## src/rtl/mem_access_unit.sv

```systemverilog
// MEM-stage load/store unit: word-addressed memory front end with sub-word
// load extraction, read-modify-write sub-word stores and misalignment reporting.
module mem_access_unit (
  input  logic        clock_in,
  input  logic        reset_n,
  input  logic        req_valid,
  input  logic        req_write,
  input  logic [1:0]  req_size,
  input  logic        req_signed,
  input  logic [31:0] req_addr,
  input  logic [31:0] req_wdata,
  output logic        stall,
  output logic [31:0] load_data,
  output logic        load_valid,
  output logic        misalign,
  output logic [7:0]  fault_count,
  output logic [31:0] mem_address,
  output logic [31:0] mem_writeData,
  output logic        mem_memWrite,
  output logic        mem_memRead,
  input  logic [31:0] mem_readData
);

  localparam int unsigned DATA_W = 32;
  localparam int unsigned HALF_W = 16;

  typedef enum logic [0:0] {IDLE, RMW_WRITE} state_t;

  state_t              state, next_state;
  logic [DATA_W-1:0]   merge_word;
  logic [DATA_W-1:0]   lat_addr;
  logic [1:0]          lat_size;
  logic [HALF_W-1:0]   lat_wdata;
  logic                is_word_c, is_half_c, misaligned_c, start_rmw_c;
  logic [DATA_W-1:0]   shifted_c, merged_c;

  // Size 11 behaves as a word access.
  assign is_word_c    = req_size[1];
  assign is_half_c    = (req_size == 2'b01);
  assign misaligned_c = req_valid &&
                        ((is_word_c && (req_addr[1:0] != 2'b00)) ||
                         (is_half_c && req_addr[0]));

  // Read word shifted so the addressed lane sits at bit 0.
  assign shifted_c = mem_readData >> {req_addr[1:0], 3'b000};

  // Pending store data spliced into the word captured during the read cycle.
  always_comb begin
    merged_c = merge_word;
    if (lat_size == 2'b00)
      merged_c[{lat_addr[1:0], 3'b000} +: 8] = lat_wdata[7:0];
    else
      merged_c[{lat_addr[1], 4'b0000} +: HALF_W] = lat_wdata;
  end

  always_ff @(posedge clock_in or negedge reset_n) begin
    if (!reset_n) state <= IDLE;
    else          state <= next_state;
  end

  // Next state and memory-side outputs; forced quiet while reset is low.
  always_comb begin
    next_state    = state;
    stall         = 1'b0;
    load_data     = '0;
    load_valid    = 1'b0;
    mem_address   = {req_addr[31:2], 2'b00};
    mem_writeData = '0;
    mem_memWrite  = 1'b0;
    mem_memRead   = 1'b0;
    start_rmw_c   = 1'b0;
    if (reset_n) begin
      case (state)
        IDLE: begin
          if (req_valid && !misaligned_c) begin
            if (!req_write) begin
              mem_memRead = 1'b1;
              load_valid  = 1'b1;
              if (is_word_c)
                load_data = mem_readData;
              else if (is_half_c)
                load_data = {{HALF_W{req_signed & shifted_c[15]}}, shifted_c[15:0]};
              else
                load_data = {{24{req_signed & shifted_c[7]}}, shifted_c[7:0]};
            end else if (is_word_c) begin
              mem_memWrite  = 1'b1;
              mem_writeData = req_wdata;
            end else begin
              mem_memRead = 1'b1;
              stall       = 1'b1;
              start_rmw_c = 1'b1;
              next_state  = RMW_WRITE;
            end
          end
        end
        RMW_WRITE: begin
          mem_address   = {lat_addr[31:2], 2'b00};
          mem_writeData = merged_c;
          mem_memWrite  = 1'b1;
          next_state    = IDLE;
        end
        default: next_state = IDLE;
      endcase
    end
  end

  // Read-cycle capture for sub-word stores.
  always_ff @(posedge clock_in or negedge reset_n) begin
    if (!reset_n) begin
      merge_word <= '0;
      lat_addr   <= '0;
      lat_size   <= '0;
      lat_wdata  <= '0;
    end else if (start_rmw_c) begin
      merge_word <= mem_readData;
      lat_addr   <= req_addr;
      lat_size   <= req_size;
      lat_wdata  <= req_wdata[HALF_W-1:0];
    end
  end

  // Misalignment pulse and saturating fault counter.
  always_ff @(posedge clock_in or negedge reset_n) begin
    if (!reset_n) begin
      misalign    <= 1'b0;
      fault_count <= '0;
    end else begin
      misalign <= (state == IDLE) && misaligned_c;
      if ((state == IDLE) && misaligned_c && (fault_count != 8'hFF))
        fault_count <= fault_count + 8'd1;
    end
  end

endmodule
```

## config.mk

```make
export PLATFORM = sky130hd
export DESIGN_NAME = mem_access_unit
export DESIGN_NICKNAME = d
export VERILOG_FILES = /design/src/rtl/mem_access_unit.sv
export SDC_FILE = /design/constraint.sdc
export NUM_CORES = 1
export LEC_CHECK = 0
export ABC_CLOCK_PERIOD_IN_PS = 2200
export BUFFER_PORTS_ARGS = -buffer_cell sky130_fd_sc_hd__buf_2
export CAP_MARGIN = 20
export CORE_AREA = 2 2 117 119
export DETAILED_ROUTE_END_ITERATION = 16
export DIE_AREA = 0 0 119 121
export GPL_TIMING_DRIVEN = 0
export PLACE_DENSITY = 0.77
export SYNTH_ARGS = -nofsm -noshare
export SYNTH_HDL_FRONTEND = slang
export SYNTH_SLANG_ARGS = --single-unit
```

## constraint.sdc

```tcl
create_clock -name clock_in -period 2.2 [get_ports clock_in]
set_clock_uncertainty 0.05 [all_clocks]
set_input_delay 0.44 -clock clock_in [delete_from_list [all_inputs] [get_ports clock_in]]
set_output_delay 0.44 -clock clock_in [all_outputs]
set_load 0.02 [all_outputs]
```

---- After elaboration in Yosys (flattened, before gate mapping) ----
Index checks and enable logic that the tools add are counted.
storage, ports and cells
  register bits ........................... 92
  bits of input ports ..................... 103
  word-level logic and storage cells ...... 65
cells by class
  add/subtract/negate cells ............... 3
  equality and inequality tests ........... 2
  shift operators ......................... 5
  multiplexer cells ....................... 35
  bitwise operators ....................... 3
  reduce and logical (&&, ||, !) cells .... 10
operators with widths
  kind                                                                     count
  32-bit 2-to-1 mux                                                        13
  32-bit bitwise mux                                                       2
  32-bit case mux with 2 select lines                                      1
  16-bit by 7-bit variable shift with 32-bit output, first input constant  1
  8-bit by 7-bit variable shift with 32-bit output, first input constant   1
  16-bit by 7-bit variable part select with 32-bit output                  1
  8-bit by 7-bit variable part select with 32-bit output                   1
  32-bit by 5-bit right shift with 16-bit output                           1
  1-bit 2-to-1 mux                                                         17
  5-bit negator with 7-bit output                                          2
  8-bit by 1-bit adder with 8-bit output, second input constant            1
  8-bit inequality test, second input constant                             1
  1-bit logical AND                                                        6
  1-bit case mux with 2 select lines                                       2
  1-bit bitwise AND                                                        2
  2-bit by 1-bit equality test with 1-bit output, second input constant    1
  2-bit logical NOT                                                        1
  2-bit nonzero test                                                       1
  1-bit logical NOT                                                        1
  1-bit logical OR                                                         1
  1-bit NOT                                                                1

---- Logic depth before layout (Yosys ltp) ----
Gate-level depths: netlist of run 1.
  depth in word-level cells ............... 9
  mapped depth ............................ 8

---- Worst setup path before layout of run 1 ----
Ideal clock, no wire load.
  kind .................................... register -> output
  start point ............................. register lat_addr[1]
  end point ............................... output port mem_writeData[0]
  arrival time ............................ 2.382 ns
  setup slack ............................. -0.672 ns
  cell stages (with the launch flop) ...... 8
  buffers on the path ..................... 1
  cells stage by stage .................... dfrtp_1 -> buf_2 -> inv_1 -> ha_1 -> or3b_2 -> o32ai_4 -> a22oi_1 -> a211oi_1
on the way
  longest elaborated chain between the ends .. 6
  elaborated cells on any way between the ends .. 11
  those cells by class .................... add/sub (2); shift (4); mux (5)
ends and longest elaborated chain
  item                                                                                   line    text
  start, declared                                                                        31      logic [DATA_W-1:0] lat_addr;
  start signal, assigned                                                                 116     lat_addr <= req_addr;
  5-bit negator with 7-bit output (on tied branches)                                     53, 51
  16-bit by 7-bit variable part select with 32-bit output, or another cell as far along  53      merged_c[{lat_addr[1], 4'b0000} +: HALF_W] = lat_wdata;
  32-bit bitwise mux (on tied branches)                                                  53, 51
  32-bit 2-to-1 mux *                                                                    50      if (lat_size == 2'b00)
  32-bit case mux with 2 select lines *                                                  73      case (state)
  32-bit 2-to-1 mux *                                                                    72      if (reset_n) begin
  end, declared                                                                          18      output logic [31:0] mem_writeData,
Every way passes the cells marked *; elsewhere a longest branch is shown, timed or not.

---- Worst setup path after layout of run 1 ----
  start point ............................. register lat_addr[1]
  end point ............................... output port mem_writeData[4]
Same word-level chain as after synthesis.

==> metrics.md, run 1 <==
| Metric | Value |
|---|---|
| Status | complete, but fails checks |
| Failing checks | negative setup slack |
| Via density | 6.07 |
| Pwr dens | 726 nW/um2 |
| Post-synth cell types | 52 |
| Power share of the sequential group | 0.376 |
| Final count of hold timing violations | 0 |
| Largest family of logic cells by synthesized area | multiplexers |
| Xor and xnor fraction of the mapped netlist area | 0.00887 |
| CTS tree | done |
| Maximum vdd ir drop | 0.516 mV |
| Synth top area share | 0.389 |
| Area grow syn2layout | 62.6% |
| Number of max-cap violations | 0 |
| Final worst path period share | 1.30 |
| Yosys Warn Count | 0 |
| LEAKAGE | 4.40 nW |
| Number of diodes | 0 |
| Grt ovf | 0 |
| P_int | between 4 and 5 mW |
| CORE AREA | approximately 13000 um2 |
| Max frequency | between 0.3 and 0.4 GHz |
| IO Pins | 212 |
| Crit-path max cell delay | roughly 400 ps |
| Critical Path RT | 1710 ps |
| Sw Share | 0.361 |
| Global-route wire length before repair | around 34000 um |
| Root buffer cell | clkbuf_16 |
| GRT met2 Usage | 0.500 |
| Worst setup EP type | primary output |
| Slew Viols, Final | 0 |
| Initial core utilization | 0.453 |
| DP HPWL | approximately 15000 um |
| Setup crit start kind | register |
| Total Wirelength | 22800 um |
| Share of cells above drive strength 1 | 0.649 |
| Worst hold-check path type | in -> async |
| Slew HR | 0.608 |
| Met1 Use GR | 0.370 |
| Mean post-synth cell area | 10.2 um2 |
| DR iter-0 viols | 439 |
| Top FF cell, synth | dfrtp_1 |
| CP Buf/Inv Count | 4 |
| Die Footprint | roughly 14000 um2 |
| # port buffers | 207 |
| Compound-Gate Fraction of Synth Area | 0.172 |
| Via Count | 6211 |
| Combinational Power Share | 0.382 |
| Clock transition at path regs | 70 ps |
| Fin crit period | 2860 ps |
| Gr usage total | 0.303 |
| Register area | 2300 um2 |
| Arr. time, crit path | 2370 ps |
| Vias in the first global route | ~6300 |
| Clock power frac | 0.242 |
| RSZ-0062 raised after global routing | yes |
| Reg2reg setup slack | around 30 ps |
| GR peak layer | met2 |
| M3 GR Usage | 0.0686 |
| Adder-Cell Fraction of Synth Area | 0.0127 |
| Synth top area cells | dfrtp_1, mux2_2, mux2i_1 |
| Cells after Synth | 580 |
| GP Congestion | 0.940 |
| WP depth | 9 |
| Worst-Margin Slew | 588 ps |
| Nets | 953 |
| Dpl ws | -1090 ps |
| Antenna violations before repair | 0 |
| Critical path cell sequence | buf_6 > inv_6 > ha_4 > or3b_4 > o32ai_4 > buf_6 > a22oi_1 > a211oi_2 > buf_4 |
| Most common cell after layout, fill and taps aside | buf_2 |
| DRC errors left | 0 |
| CP Max Fanout | 7 |
| Synth Register Bits | 92 |
| Area of the multi-input gates | 4210 um2 |
| Launch point of the worst reg-to-reg path | state$_DFFE_PN0P_ |
| Mapped cell area | just under 6000 um2 |
| Drt wl/cell | 22.3 um |
| CTS max path bufs | 2 |
| Reg2reg end | merge_word[16]$_DFFE_PN0P_ |
| Clk sinks | 92 |
| Die Wd | approximately 120 um |
| Mux cell area share after synthesis | 0.252 |
| Router iterations before antenna repair | 7 |
| Simple-gate portion of the synthesized area | 0.115 |
| CTS buffer count | 9 |
| Largest net degree at the start of global routing | 33 |
| Reg2Reg Depth | 8 |
| Cell taking the most area after synthesis | dfrtp_1 |
| Most used cell, CP | buf_6 |
| Post-synth ARST share | 1.00 |
| Commonest cells after routing, fill and taps aside | buf_2, mux2_2, dfrtp_1 |
| Filler Cells Inserted | 853 |
| P_sw | 2.53 mW |
| Worst setup path class | reg -> out |
| EDFF count, synth | 0 |
| Fin worst setup slack | -657 ps |
| Clock Latency Late Sink | 340 ps |
| Register area share after synthesis | 0.389 |
| Setup violations, final | 95 |
| Die Height | 121 um |
| Crit-path leading delay family | compound AO/OA/AOI/OAI gates |
| Post-DRT Antenna Nets | 0 |
| Power, Total | 7.00 mW |
| # H-tree levels | 3 |
| Row count | 42 |
| Slowest CP cell | dfrtp_1 |
[worst reg2reg max path: cells and delay by family, from the launching register on]
kind / cells / cell delay, ps
flip-flops: 1 / 460
AND/OR/NAND/NOR: 2 / 340
buffers and inverters: 4 / 730
multiplexers: 1 / 360
AO/OA/AOI/OAI: 1 / 110
[worst max-delay path by stage]
stage                   endpoint                     from  slack, ps
2_1_floorplan   mem_writeData[0]  lat_addr[1]$_DFFE_PN0P_       -300
5_1_grt         mem_writeData[0]  lat_addr[1]$_DFFE_PN0P_       -720
3_3_place_gp    mem_writeData[7]                  reset_n      -2220
4_1_cts         mem_writeData[0]  lat_addr[1]$_DFFE_PN0P_       -630
3_5_place_dp   mem_writeData[20]                  reset_n      -1090
6_report        mem_writeData[4]  lat_addr[1]$_DFFE_PN0P_       -660
[power groups by stage]
stage / logic (mW) / clock network, mW / registers (mW)
2_1_floorplan: 1.43 / 0 / 2.52
4_1_cts: 2.44 / 1.71 / 2.60
3_3_place_gp: 1.96 / 0 / 2.58
6_report: 2.67 / 1.69 / 2.63
5_1_grt: 2.83 / 1.79 / 2.68
3_5_place_dp: 2.03 / 0 / 2.61
[synth_stat cells (3+ instances only)]
| cell type | instances |
|---|---|
| dfrtp_1 | 92 |
| a211oi_1 | 16 |
| nand2_1 | 37 |
| o21ai_2 | 3 |
| a221o_1 | 15 |
| xor2_1 | 4 |
| o211ai_1 | 8 |
| nor2_1 | 28 |
| nand4_1 | 3 |
| nor2b_1 | 3 |
| a21oi_1 | 42 |
| mux2_2 | 113 |
| a22oi_1 | 16 |
| buf_1 | 4 |
| clkbuf_1 | 23 |
| buf_4 | 9 |
| ha_1 | 6 |
| o221a_2 | 8 |
| nand2b_1 | 23 |
| o31ai_1 | 7 |
| nand3_1 | 23 |
| nor3_1 | 9 |
| o21ai_0 | 8 |
| buf_2 | 7 |
| mux2i_1 | 22 |
| inv_1 | 17 |
[sequential cells by signal, indices dropped and copies added, names as in the netlist]
| signal | count |
|---|---|
| lat_size | 2 |
| state | 1 |
| lat_wdata | 16 |
| lat_addr | 32 |
| fault_count | 8 |
| misalign | 1 |
| merge_word | 32 |
[kinds of logic after synthesis]
kind of cell / count (synthesis)
adders and majority gates: 6
xor gates and xnor gates: 6
DFF: 92
muxes: 135
AOI/OAI and AO/OA: 138
buffers and inverters: 64
and+or+nand+nor: 138
other: 1
[area by class of cell]
cell class                 instances  area share
multi-input combinational        425       0.436
sequential                        92       0.239
timing repair buffer             257       0.216
buffer                            40      0.0435
clock buffer                      11      0.0252
tap                              176      0.0228
inverter                          19     0.00896
clock inverter                     4     0.00766
[routing by layer]
| layer | part of all wire | routed length (um) |
|---|---|---|
| met1 | 0.38 | 8660 |
| met2 | 0.48 | 10900 |
| met3 | 0.088 | 2000 |
| met4 | 0.055 | 1260 |
| met5 | 0 | 0 |
[stage by stage]
stage	cells	TNS [ps]	hold slack, ps	cell area [um2]	util
after floorplan	581	-3470	94.4	6430	-
after detailed placement	965	-146340	393	7720	0.590
after global placement	964	-370960	436	7690	0.588
after global routing	1024	-36560	37.1	9640	0.737
after CTS	1018	-23930	28.1	9310	0.712
final	1024	-30180	19.9	9640	0.737
[timing repair]
action	CTS	global route
gates cloned	5	2
setup buffers	34	11
endpoints found under the hold margin	18	0
resized for setup	229	77
pin swaps	33	28
setup endpoints to repair	181	166
hold buffers	1	0
Note: power is estimated with default switching activity, not from simulation.
==> inputs of run 2 (changes only) <==
==> config.mk (replaced) <==
export PLATFORM = sky130hd
export DESIGN_NAME = mem_access_unit
export DESIGN_NICKNAME = d
export VERILOG_FILES = /design/src/rtl/mem_access_unit.sv
export SDC_FILE = /design/constraint.sdc
export NUM_CORES = 1
export LEC_CHECK = 0
export ABC_AREA = 1
export ABC_CLOCK_PERIOD_IN_PS = 2200
export BUFFER_PORTS_ARGS = -buffer_cell sky130_fd_sc_hd__buf_2
export CAP_MARGIN = 20
export CORE_AREA = 2 2 119 121
export CTS_BUF_LIST = sky130_fd_sc_hd__clkbuf_2
export DETAILED_ROUTE_END_ITERATION = 16
export DIE_AREA = 0 0 121 123
export GPL_TIMING_DRIVEN = 0
export PLACE_DENSITY = 0.79
export SYNTH_ARGS = -nofsm -noshare
export SYNTH_HDL_FRONTEND = slang
export SYNTH_SLANG_ARGS = --single-unit
==> metrics.md, run 2 <==
| Metric | Value |
|---|---|
| Dpl ws | -718 ps |
| RSZ-0062 raised after global routing | yes |
| Via Count | 8608 |
| P_int | 3.69 mW |
| Slew Viols, Final | 0 |
| Dpl cell area | 7950 um2 |
| EDFF count, synth | 0 |
| Arr. time, crit path | 2570 ps |
| Router iterations before antenna repair | 8 |
| Power, Total | 6.77 mW |
| Most used cell, CP | nand2_1 |
| Row count | 43 |
| DR iter-0 viols | 852 |
| Grt ovf | 0 |
| Worst setup EP type | primary output |
| Cells after Synth | 963 |
| Fin crit period | 3060 ps |
| Most common cell after layout, fill and taps aside | nand2_1 |
| Slowest CP cell | dfrtp_1 |
| Status | complete, but fails checks |
| Slew HR | 0.588 |
| Via density | 5.81 |
| Post-synth ARST share | 1.00 |
| Reg2Reg Depth | 12 |
| Total Wirelength | 29900 um |
| Root buffer cell | clkbuf_2 |
| Global-route wire length before repair | ~44000 um |
| CORE AREA | 13600 um2 |
| Drt wl/cell | 20.2 um |
| IO Pins | 212 |
| Max frequency | 0.327 GHz |
| Die Wd | ~120 um |
| Initial core utilization | 0.473 |
| Reg2reg setup slack | ~70 ps |
| CP Capture Point | mem_writeData[0] |
| CP Max Fanout | 8 |
| Area grow syn2layout | 67.1% |
| Critical path cell sequence | clkbuf_8 > inv_8 > buf_8 > ha_4 > clkinvlp_4 > a21oi_2 > nand2_1 > nand2_1 > nand2_1 > nand2_2 > nor2_4 > buf_6 |
| Maximum vdd ir drop | ~0.44 mV |
| LEAKAGE | 5.36 nW |
| Synth Register Bits | 92 |
| Post-DRT Antenna Nets | 0 |
| Clock transition at path regs | 310 ps |
| Launch point of the worst reg-to-reg path | state$_DFFE_PN0P_ |
| Worst setup path start | lat_addr[1]$_DFFE_PN0P_ |
| Synth top area cells | dfrtp_1, nand2_1, nand3_1 |
| Cell taking the most area after synthesis | dfrtp_1 |
| Crit-path leading delay family | buffers and inverters |
| # port buffers | 208 |
| DP HPWL | 16800 um |
| Crit-path max cell delay | 450 ps |
| Setup crit start kind | register |
| Antenna violations before repair | 1 |
| Share of cells above drive strength 1 | 0.406 |
| Top Registers | lat_addr (32), merge_word (32), lat_wdata (16) |
| Worst-Margin Slew | 618 ps |
| Mean post-synth cell area | around 6.7 um2 |
| CTS tree | done |
| CP Buf/Inv Count | 5 |
| Top FF cell, synth | dfrtp_1 |
| GP Congestion | between 1 and 1.5 |
| Most frequent cell after synthesis | nand2_1 |
| Number of max-cap violations | 0 |
| Setup violations, final | 98 |
| Power share of the sequential group | 0.380 |
| Largest net degree at the start of global routing | 48 |
| Yosys Warn Count | 0 |
| Register area share after synthesis | 0.358 |
| Worst hold slack | -14.9 ps |
| P_sw | approximately 3.1 mW |
| Die Footprint | about 15000 um2 |
| DRC errors left | 0 |
| Sw Share | 0.455 |
| Post-synth cell types | 32 |
| CTS buffer count | 9 |
| WP depth | 12 |
| Failing checks | negative hold slack, negative setup slack |
| Clock Latency Late Sink | 660 ps |
| Commonest cells after routing, fill and taps aside | nand2_1, buf_2, buf_6 |
| Vias in the first global route | 8305 |
| CTS max path bufs | 2 |
| Critical Path RT | 1710 ps |
| # H-tree levels | 3 |
| Fin worst setup slack | -857 ps |
| Final count of hold timing violations | 2 |
| Mapped cell area | 6440 um2 |
| Post-synth top cells | nand2_1, dfrtp_1, nand3_1 |
| Cells after DPL | approximately 1400 |
| Pwr dens | 630 nW/um2 |
| Combinational Power Share | 0.466 |
| Synth top area share | 0.358 |
| Clock power frac | 0.153 |
| Reg2reg end | merge_word[19]$_DFFE_PN0P_ |
| Nets | 1405 |
| Worst setup path class | reg -> out |
| Design area | 10800 um2 |
| Gr usage total | 0.380 |
| Non-filler cells, final | 1482 |
| Final worst path period share | 1.39 |
| Die Height | 123 um |
| Clk sinks | between 90 and 100 |
| Worst hold-check path type | in -> reg |
[run 2: cell types whose count changed in the layout (fill, tap and decap cells not counted), sizes merged, moves of 31 or more]
| cell | delta |
|---|---|
| inv | +31 |
| mux2 | -83 |
| nand2 | +369 |
| nand3 | +48 |
| dlygate4sd3 | +62 |
| nor2 | +46 |
| o21ai | +56 |
[run 2: final cells by class]
type                            count  area (um2)
Multi-Input combinational cell    764        4510
Timing Repair Buffer              326        2970
Fill cell                         809        2850
Sequential cell                    92        2300
Buffer                             53         375
Inverter                           50         238
Tap cell                          180         225
Clock inverter                      7        91.3
Clock buffer                        9        45.0
Antenna cell                        1        2.50
[run 2: how the worst min path moves through the flow]
stage	from	to	cells past startpoint	slack, ps
after CTS	mem_readData[14]	merge_word[14]$_DFFE_PN0P_	3	5
after global placement	lat_size[1]$_DFFE_PN0P_	lat_size[1]$_DFFE_PN0P_	2	400
after floorplan	reset_n	fault_count[0]$_DFFE_PN0P_	0	90
after detailed placement	lat_size[1]$_DFFE_PN0P_	lat_size[1]$_DFFE_PN0P_	2	410
final	mem_readData[13]	merge_word[13]$_DFFE_PN0P_	3	-10
after global routing	mem_readData[18]	merge_word[18]$_DFFE_PN0P_	3	3
[run 2: repair_timing]
action                                  4_1_cts  5_1_grt
buffers inserted                             33       13
cloned                                        7        0
pin swaps                                    63       42
hold buffers                                 67        0
hold endpoints to repair                    107        0
endpoints found under the setup margin       98       99
resized for setup                           354       94
[run 2: cell families (layout without fill, tap and decap cells)]
| group | Yosys count | in the layout | synth area share |
|---|---|---|---|
| flip-flops | 92 | 92 | 0.358 |
| other | 1 | 3 | 0.000583 |
| multiplexers | 30 | 30 | 0.0525 |
| AND/OR/NAND/NOR | 569 | 569 | 0.366 |
| adder cells (fa/ha/maj) | 6 | 6 | 0.0117 |
| XOR/XNOR | 7 | 7 | 0.00953 |
| AO/OA/AOI/OAI | 150 | 150 | 0.123 |
| buffers and inverters | 108 | 445 | 0.0791 |
[run 2: per-layer routing]
metal	track usage	up-vias	share of wire
li1	-	3760	-
met2	0.644	656	0.48
met4	0.201	0	0.067
met3	0.0637	188	0.097
met1	0.465	4004	0.36
met5	0	-	0
[run 2: worst register-to-register path: cells and delay by family, from the launching register on]
kind	cells	cell delay, ps
buf+inv	7	1040
flops	1	540
simple gates	5	410
[run 2: power by group through the flow]
stage | sequential, mW | combinational (mW) | clock (mW)
floorplan | 2.41 | 1.48 | 0
global placement | 2.51 | 2.09 | 0
detailed placement | 2.51 | 2.14 | 0
CTS | 2.50 | 2.78 | 0.984
global route | 2.60 | 3.39 | 1.09
finish | 2.58 | 3.16 | 1.04
[run 2: per-stage QoR]
step,hold WS [ps],TNS [ps],utilization
2_1_floorplan,94.4,-430,-
3_3_place_gp,401,-277920,0.581
3_5_place_dp,409,-64760,0.584
4_1_cts,4.50,-59590,0.768
5_1_grt,2.74,-62900,0.790
6_report,-14.9,-56850,0.790
